--- src/rtl/battle_turn_ctrl.sv ---
// Battle turn sequencer: HP init, alternating saturating attacks with view pauses, victory/loss/draw.
// Optional SPEED_ORDER_EN: faster trainer (AI only when strictly faster) attacks first each turn.
module battle_turn_ctrl #(
   parameter int HP_W      = 8,
   parameter int DMG_W     = 8,
   parameter int TURN_W    = 8,
   parameter int MAX_TURNS = 0
) (
   input  logic              clk,
   input  logic              reset_n,
   input  logic              go,
   input  logic [HP_W-1:0]   p_hp_init,
   input  logic [HP_W-1:0]   ai_hp_init,
   input  logic [DMG_W-1:0]  p_dmg,
   input  logic [DMG_W-1:0]  ai_dmg,
   input  logic [7:0]        p_spd,
   input  logic [7:0]        ai_spd,
   output logic [HP_W-1:0]   p_hp,
   output logic [HP_W-1:0]   ai_hp,
   output logic [TURN_W-1:0] turn_count,
   output logic [3:0]        state_code,
   output logic              active_trainer,
   output logic              target,
   output logic              apply_p_damage,
   output logic              apply_ai_damage,
   output logic              victory,
   output logic              loss,
   output logic              draw
);

   localparam int CMP_W = (HP_W > DMG_W) ? HP_W : DMG_W;
   localparam logic [TURN_W-1:0] MAX_T = TURN_W'(MAX_TURNS);

   typedef enum logic [3:0] {
      S_INIT         = 4'd0,
      S_LOAD_PM      = 4'd1,
      S_UPDATE_AI_HP = 4'd2,
      S_VIEW_AI_HP   = 4'd3,
      S_UPDATE_P_HP  = 4'd4,
      S_VIEW_P_HP    = 4'd5,
      S_TURN_END     = 4'd6,
      S_VICTORY      = 4'd7,
      S_LOSS         = 4'd8,
      S_DRAW         = 4'd9
   } state_t;

   function automatic logic [HP_W-1:0] sat_sub(input logic [HP_W-1:0] hp, input logic [DMG_W-1:0] dmg);
      logic [CMP_W-1:0] hp_x;
      logic [CMP_W-1:0] dmg_x;
      logic [CMP_W-1:0] diff;
      hp_x  = CMP_W'(hp);
      dmg_x = CMP_W'(dmg);
      diff  = hp_x - dmg_x;
      if (dmg_x >= hp_x) sat_sub = '0;
      else               sat_sub = diff[HP_W-1:0];
   endfunction

   state_t             state_r, state_s;
   logic               go_q_r;
   logic               go_pulse_s;
   logic [HP_W-1:0]    p_hp_r, p_hp_s, ai_hp_r, ai_hp_s;
   logic [TURN_W-1:0]  turn_r, turn_s, turn_inc_s;
   logic [DMG_W-1:0]   p_dmg_r, p_dmg_s, ai_dmg_r, ai_dmg_s;
   logic               second_r, second_s;
   logic               first_ai_s;
   logic               apply_p_r, apply_ai_r, active_r, target_r;
   logic               victory_r, loss_r, draw_r;

   assign go_pulse_s = go & ~go_q_r;
   assign turn_inc_s = turn_r + TURN_W'(1);

`ifdef SPEED_ORDER_EN
   assign first_ai_s = (ai_spd > p_spd);
`else
   logic spd_unused_s;
   assign spd_unused_s = ^{p_spd, ai_spd};
   assign first_ai_s   = 1'b0;
`endif

   // Next-state, HP saturation, damage latching and turn counting
   always_comb begin
      state_s  = state_r;
      p_hp_s   = p_hp_r;
      ai_hp_s  = ai_hp_r;
      turn_s   = turn_r;
      p_dmg_s  = p_dmg_r;
      ai_dmg_s = ai_dmg_r;
      second_s = second_r;
      case (state_r)
         S_INIT: begin
            if (go_pulse_s) begin
               p_hp_s  = p_hp_init;
               ai_hp_s = ai_hp_init;
               turn_s  = '0;
               state_s = S_LOAD_PM;
            end else begin
               state_s = S_INIT;
            end
         end
         S_LOAD_PM: begin
            if (go_pulse_s) begin
               p_dmg_s  = p_dmg;
               ai_dmg_s = ai_dmg;
               second_s = 1'b0;
               state_s  = first_ai_s ? S_UPDATE_P_HP : S_UPDATE_AI_HP;
            end else begin
               state_s = S_LOAD_PM;
            end
         end
         S_UPDATE_AI_HP: begin
            ai_hp_s = sat_sub(ai_hp_r, p_dmg_r);
            state_s = S_VIEW_AI_HP;
         end
         S_UPDATE_P_HP: begin
            p_hp_s  = sat_sub(p_hp_r, ai_dmg_r);
            state_s = S_VIEW_P_HP;
         end
         S_VIEW_AI_HP: begin
            if (!go_pulse_s)          state_s = S_VIEW_AI_HP;
            else if (ai_hp_r == '0)   state_s = S_VICTORY;
            else if (second_r)        state_s = S_TURN_END;
            else begin
               second_s = 1'b1;
               state_s  = S_UPDATE_P_HP;
            end
         end
         S_VIEW_P_HP: begin
            if (!go_pulse_s)          state_s = S_VIEW_P_HP;
            else if (p_hp_r == '0)    state_s = S_LOSS;
            else if (second_r)        state_s = S_TURN_END;
            else begin
               second_s = 1'b1;
               state_s  = S_UPDATE_AI_HP;
            end
         end
         S_TURN_END: begin
            turn_s = turn_inc_s;
            if ((MAX_TURNS != 0) && (turn_inc_s == MAX_T)) state_s = S_DRAW;
            else                                           state_s = S_LOAD_PM;
         end
         S_VICTORY, S_LOSS, S_DRAW: begin
            if (go_pulse_s) state_s = S_INIT;
            else            state_s = state_r;
         end
         default: state_s = S_INIT;
      endcase
   end

   // State, datapath registers and outputs decoded one cycle early so they align with the state
   always_ff @(posedge clk) begin
      if (!reset_n) begin
         state_r    <= S_INIT;
         go_q_r     <= 1'b0;
         p_hp_r     <= '0;
         ai_hp_r    <= '0;
         turn_r     <= '0;
         p_dmg_r    <= '0;
         ai_dmg_r   <= '0;
         second_r   <= 1'b0;
         apply_p_r  <= 1'b0;
         apply_ai_r <= 1'b0;
         active_r   <= 1'b0;
         target_r   <= 1'b0;
         victory_r  <= 1'b0;
         loss_r     <= 1'b0;
         draw_r     <= 1'b0;
      end else begin
         state_r    <= state_s;
         go_q_r     <= go;
         p_hp_r     <= p_hp_s;
         ai_hp_r    <= ai_hp_s;
         turn_r     <= turn_s;
         p_dmg_r    <= p_dmg_s;
         ai_dmg_r   <= ai_dmg_s;
         second_r   <= second_s;
         apply_p_r  <= (state_s == S_UPDATE_P_HP);
         apply_ai_r <= (state_s == S_UPDATE_AI_HP);
         active_r   <= (state_s == S_UPDATE_P_HP);
         target_r   <= (state_s == S_UPDATE_AI_HP);
         victory_r  <= (state_s == S_VICTORY);
         loss_r     <= (state_s == S_LOSS);
         draw_r     <= (state_s == S_DRAW);
      end
   end

   assign p_hp            = p_hp_r;
   assign ai_hp           = ai_hp_r;
   assign turn_count      = turn_r;
   assign state_code      = state_r;
   assign active_trainer  = active_r;
   assign target          = target_r;
   assign apply_p_damage  = apply_p_r;
   assign apply_ai_damage = apply_ai_r;
   assign victory         = victory_r;
   assign loss            = loss_r;
   assign draw            = draw_r;

endmodule

--- config.mk ---
export PLATFORM = sky130hd
export DESIGN_NAME = battle_turn_ctrl
export DESIGN_NICKNAME = d
export VERILOG_FILES = /design/src/rtl/battle_turn_ctrl.sv
export SDC_FILE = /design/constraint.sdc
export NUM_CORES = 1
export LEC_CHECK = 0
export BUFFER_PORTS_ARGS = -buffer_cell sky130_fd_sc_hd__buf_4
export CAP_MARGIN = 30
export CORE_MARGIN = 4
export CORE_UTILIZATION = 48
export DETAILED_ROUTE_END_ITERATION = 8
export PLACE_DENSITY_LB_ADDON = 0.1
export SETUP_SLACK_MARGIN = 0.2
export SYNTH_ARGS = -nofsm -noshare
export SYNTH_HDL_FRONTEND = slang
export SYNTH_SLANG_ARGS = --single-unit
export TNS_END_PERCENT = 10
--- constraint.sdc ---
create_clock -name clk -period 1.9 [get_ports clk]
set_input_delay 0.19 -clock clk [delete_from_list [all_inputs] [get_ports clk]]
set_output_delay 0.19 -clock clk [all_outputs]
set_load 0.05 [all_outputs]
==> impl_metrics.json <==
{
  "num_rows": 29,
  "antenna_found_initial": 0,
  "drt-total-wl_um": 8750,
  "grt_setup_unrepaired": "true",
  "start_util_pct": 49.4,
  "track_usage_pct": 21.0,
  "die_x_um": 88.9,
  "via_per_inst": 5.62,
  "io_buffer_count": 69,
  "cts_root_buf": "clkbuf_8",
  "grt_pass1_vias": 2826,
  "pwr-share-clk_pct": 20.2,
  "setup_ws_ns": 0.0228,
  "synth-seq-cells": 51,
  "timing.final.crit_share_pct": 98.8,
  "cts_buffer_depth": 2,
  "max_slew_margin_pct": 70.4,
  "setup_viol": 0,
  "status": "finished clean",
  "synth.distinct_cells": 53,
  "cts_sinks": 51,
  "dieArea_mm2": 0.00790,
  "power.density_mw_per_mm2": 765,
  "hpwl_um": 6200,
  "cts_tree": "yes",
  "ys.flop_type": "dfxtp_1",
  "core_area_mm2": 0.00635,
  "yosysTopAreaCellShare_pct": 32.5,
  "ir_drop_v": 0.000456,
  "grt_overflow_total": 0,
  "drt-pass1-iter-count": 4,
  "syn-num-nets": 472,
  "syn_to_final_growth_pct": 41.8,
  "drive_gt1_share_pct": 41.9,
  "synthesis.area_mm2": 0.00314,
  "synth-edff-count": 0,
  "synthCells": 402,
  "dr.first_iter.drc_count": 142,
  "max_cap_viol_count": 0,
  "cp-end-kind": "flip-flop",
  "grt_pass1_wl_um": 13000,
  "seq_power_share_pct": 35.8,
  "synthTopCellsByArea": "dfxtp_1 33%, ha_1 6.8%, nand2_1 6.6%",
  "path_clk_slew_ns": 0.10,
  "hold_viol": 0,
  "avgSynthCellArea_um2": 7.81,
  "wl_per_cell_um": 15.1,
  "yosys_warnings": 0,
  "die_h_um": 88.9,
  "path_class": "flip-flop to flip-flop",
  "cts.htree.levels": 2,
  "worst_pin_slew_ns": 0.442,
  "drc": 0,
  "numCtsBuffers": 5,
  "cp_max_fo": 6,
  "final_util_pct": 70.1,
  "synth_top_cell_by_area": "dfxtp_1",
  "grt_max_degree": 51,
  "post-route-min-period_ns": 1.88,
  "worst_skew_pair.late_latency_ns": 0.33,
  "crit_arrival_ns": 2.09,
  "hp-class": "primary input to flip-flop",
  "fmax_mhz": 533,
  "antennaDiodeCount": 0,
  "globalplace.congestion": 0.885,
  "required_ns": 2.12,
  "post-place-ws_ns": 0.00182,
  "worst_setup_path_start_kind": "flip-flop",
  "multi_input_area_mm2": 0.00221,
  "pwr-share-comb_pct": 44.0,
  "regArea_mm2": 0.00107,
  "io_pins": 86,
  "p_int_w": 0.00210,
  "vias": 3251,
  "layout.nets": 570,
  "async_reset_ff_share_pct": 0,
  "report.final.slew_viol_count": 0,
  "n_fill_cell": 537,
  "fin_skew_ns": 0.0122,
  "drtAntennaViolNets": 0,
  "ys_seq_area_share_pct": 32.5,
  "p_leak_nw": 1.83,
  "switching_power_w": 0.00130,
  "swShare_pct": 38.3
}
==> critical path: stages, from the launching register on <==
cell	delay, ns
dfxtp_4	0.36
inv_2	0.06
ha_4	0.12
inv_2	0.03
fa_2	0.34
nand3_2	0.08
a21o_1	0.16
a311oi_4	0.14
buf_4	0.18
a221oi_2	0.23
nor2_1	0.07
==> sequential cells by signal (all words and copies together), names as in the netlist <==
signal / flops
ai_dmg_r: 8
ai_hp: 8
p_dmg_r: 8
p_hp: 8
turn_count: 8
state_code: 4
active_trainer: 1
draw: 1
go_q_r: 1
loss: 1
second_r: 1
target: 1
victory: 1
==> synthesized netlist by cell type, types with 6 or more instances <==
cell / number
and2_1: 8
a21boi_0: 18
nor2b_1: 7
ha_1: 17
a31oi_1: 7
nand2_1: 55
nand3_1: 12
nand4_1: 6
o21ai_0: 41
nor2_1: 16
o21a_1: 6
inv_1: 27
clkbuf_1: 18
dfxtp_1: 51
a21oi_1: 27
==> through the flow <==
stage,power (W),TNS [ns],hold slack [ns],cells,instance area (um2)
2_1_floorplan,0.00209,0,0.312,402,3230
3_3_place_gp,0.00249,0,0.418,562,4020
3_5_place_dp,0.00252,0,0.421,562,4020
4_1_cts,0.00322,0,0.0869,574,4170
5_1_grt,0.00358,-0.207,0.0972,578,4450
6_report,0.00341,0,0.0865,578,4450
==> cells in the final DEF (no fill, tap or decap), drive strengths merged, types with 4 or more instances in the layout <==
cell type | synthesis | routed
nand3 | 12 | 12
buf | 6 | 115
a21boi | 19 | 19
nand2b | 5 | 5
o211ai | 5 | 5
clkbuf | 18 | 5
a21oi | 27 | 27
or4 | 4 | 4
a22oi | 4 | 4
and2 | 8 | 8
a31oi | 7 | 7
nand2 | 55 | 55
o21ai | 41 | 41
inv | 27 | 29
nor2 | 16 | 16
nor3b | 5 | 5
nor3 | 4 | 4
o21a | 6 | 6
nand4 | 6 | 6
ha | 17 | 17
dfxtp | 51 | 51
nor2b | 7 | 7
nor4 | 6 | 6
==> layout make-up <==
class                           instances  share of cell area (%)
Clock buffer                            5                    1.55
Timing Repair Buffer                  115                    19.7
Tap cell                               77                    2.16
Multi-Input combinational cell        300                    49.7
Sequential cell                        51                    24.1
Clock inverter                          3                   0.506
Inverter                               27                    2.28
==> timing repair <==
action                                  in CTS  in global routing
buffers inserted                             4                  4
hold buffers                                 0                  0
endpoints found under the setup margin      22                 27
gates resized for setup                      7                 56
pin swaps                                    7                 25
==> cell families after synthesis <==
family	after synthesis	share of synthesized area, %
and+or+nand+nor	143	23.6
AOI/OAI and AO/OA	129	26.5
buffers and inverters	51	6.50
DFF	51	32.5
adders and majority gates	19	8.05
muxes	5	1.71
xor gates and xnor gates	4	1.12
==> power by group through the flow <==
stage	logic (W)	clock network, W	registers (W)
3_5_place_dp	0.00129	0	0.00123
3_3_place_gp	0.00126	0	0.00123
5_1_grt	0.00162	0.000730	0.00123
6_report	0.00150	0.000688	0.00122
4_1_cts	0.00133	0.000687	0.00121
2_1_floorplan	0.000694	0	0.00139
==> final timing paths <==
path | start | end | slack [ns] | depth (start not counted)
worst max-delay path | ai_hp[0] | ai_hp[4] | 0.02 | 10
worst min-delay path | go | go_q_r | 0.09 | 2
worst max register to register | ai_hp[0] | ai_hp[4] | 0.02 | 10
worst min register to register | ai_dmg_r[7] | ai_dmg_r[7] | 0.46 | 2
==> per-layer routing <==
layer  vias to the layer above  GRT usage, %  routed length (um)
li1                       1632             -                   -
met1                      1520          27.7                3870
met2                        88          35.7                4260
met3                        11          3.17                 502
met4                         0          5.49                 113
met5                         -             0                   0
Power figures use the tool's default switching activity.
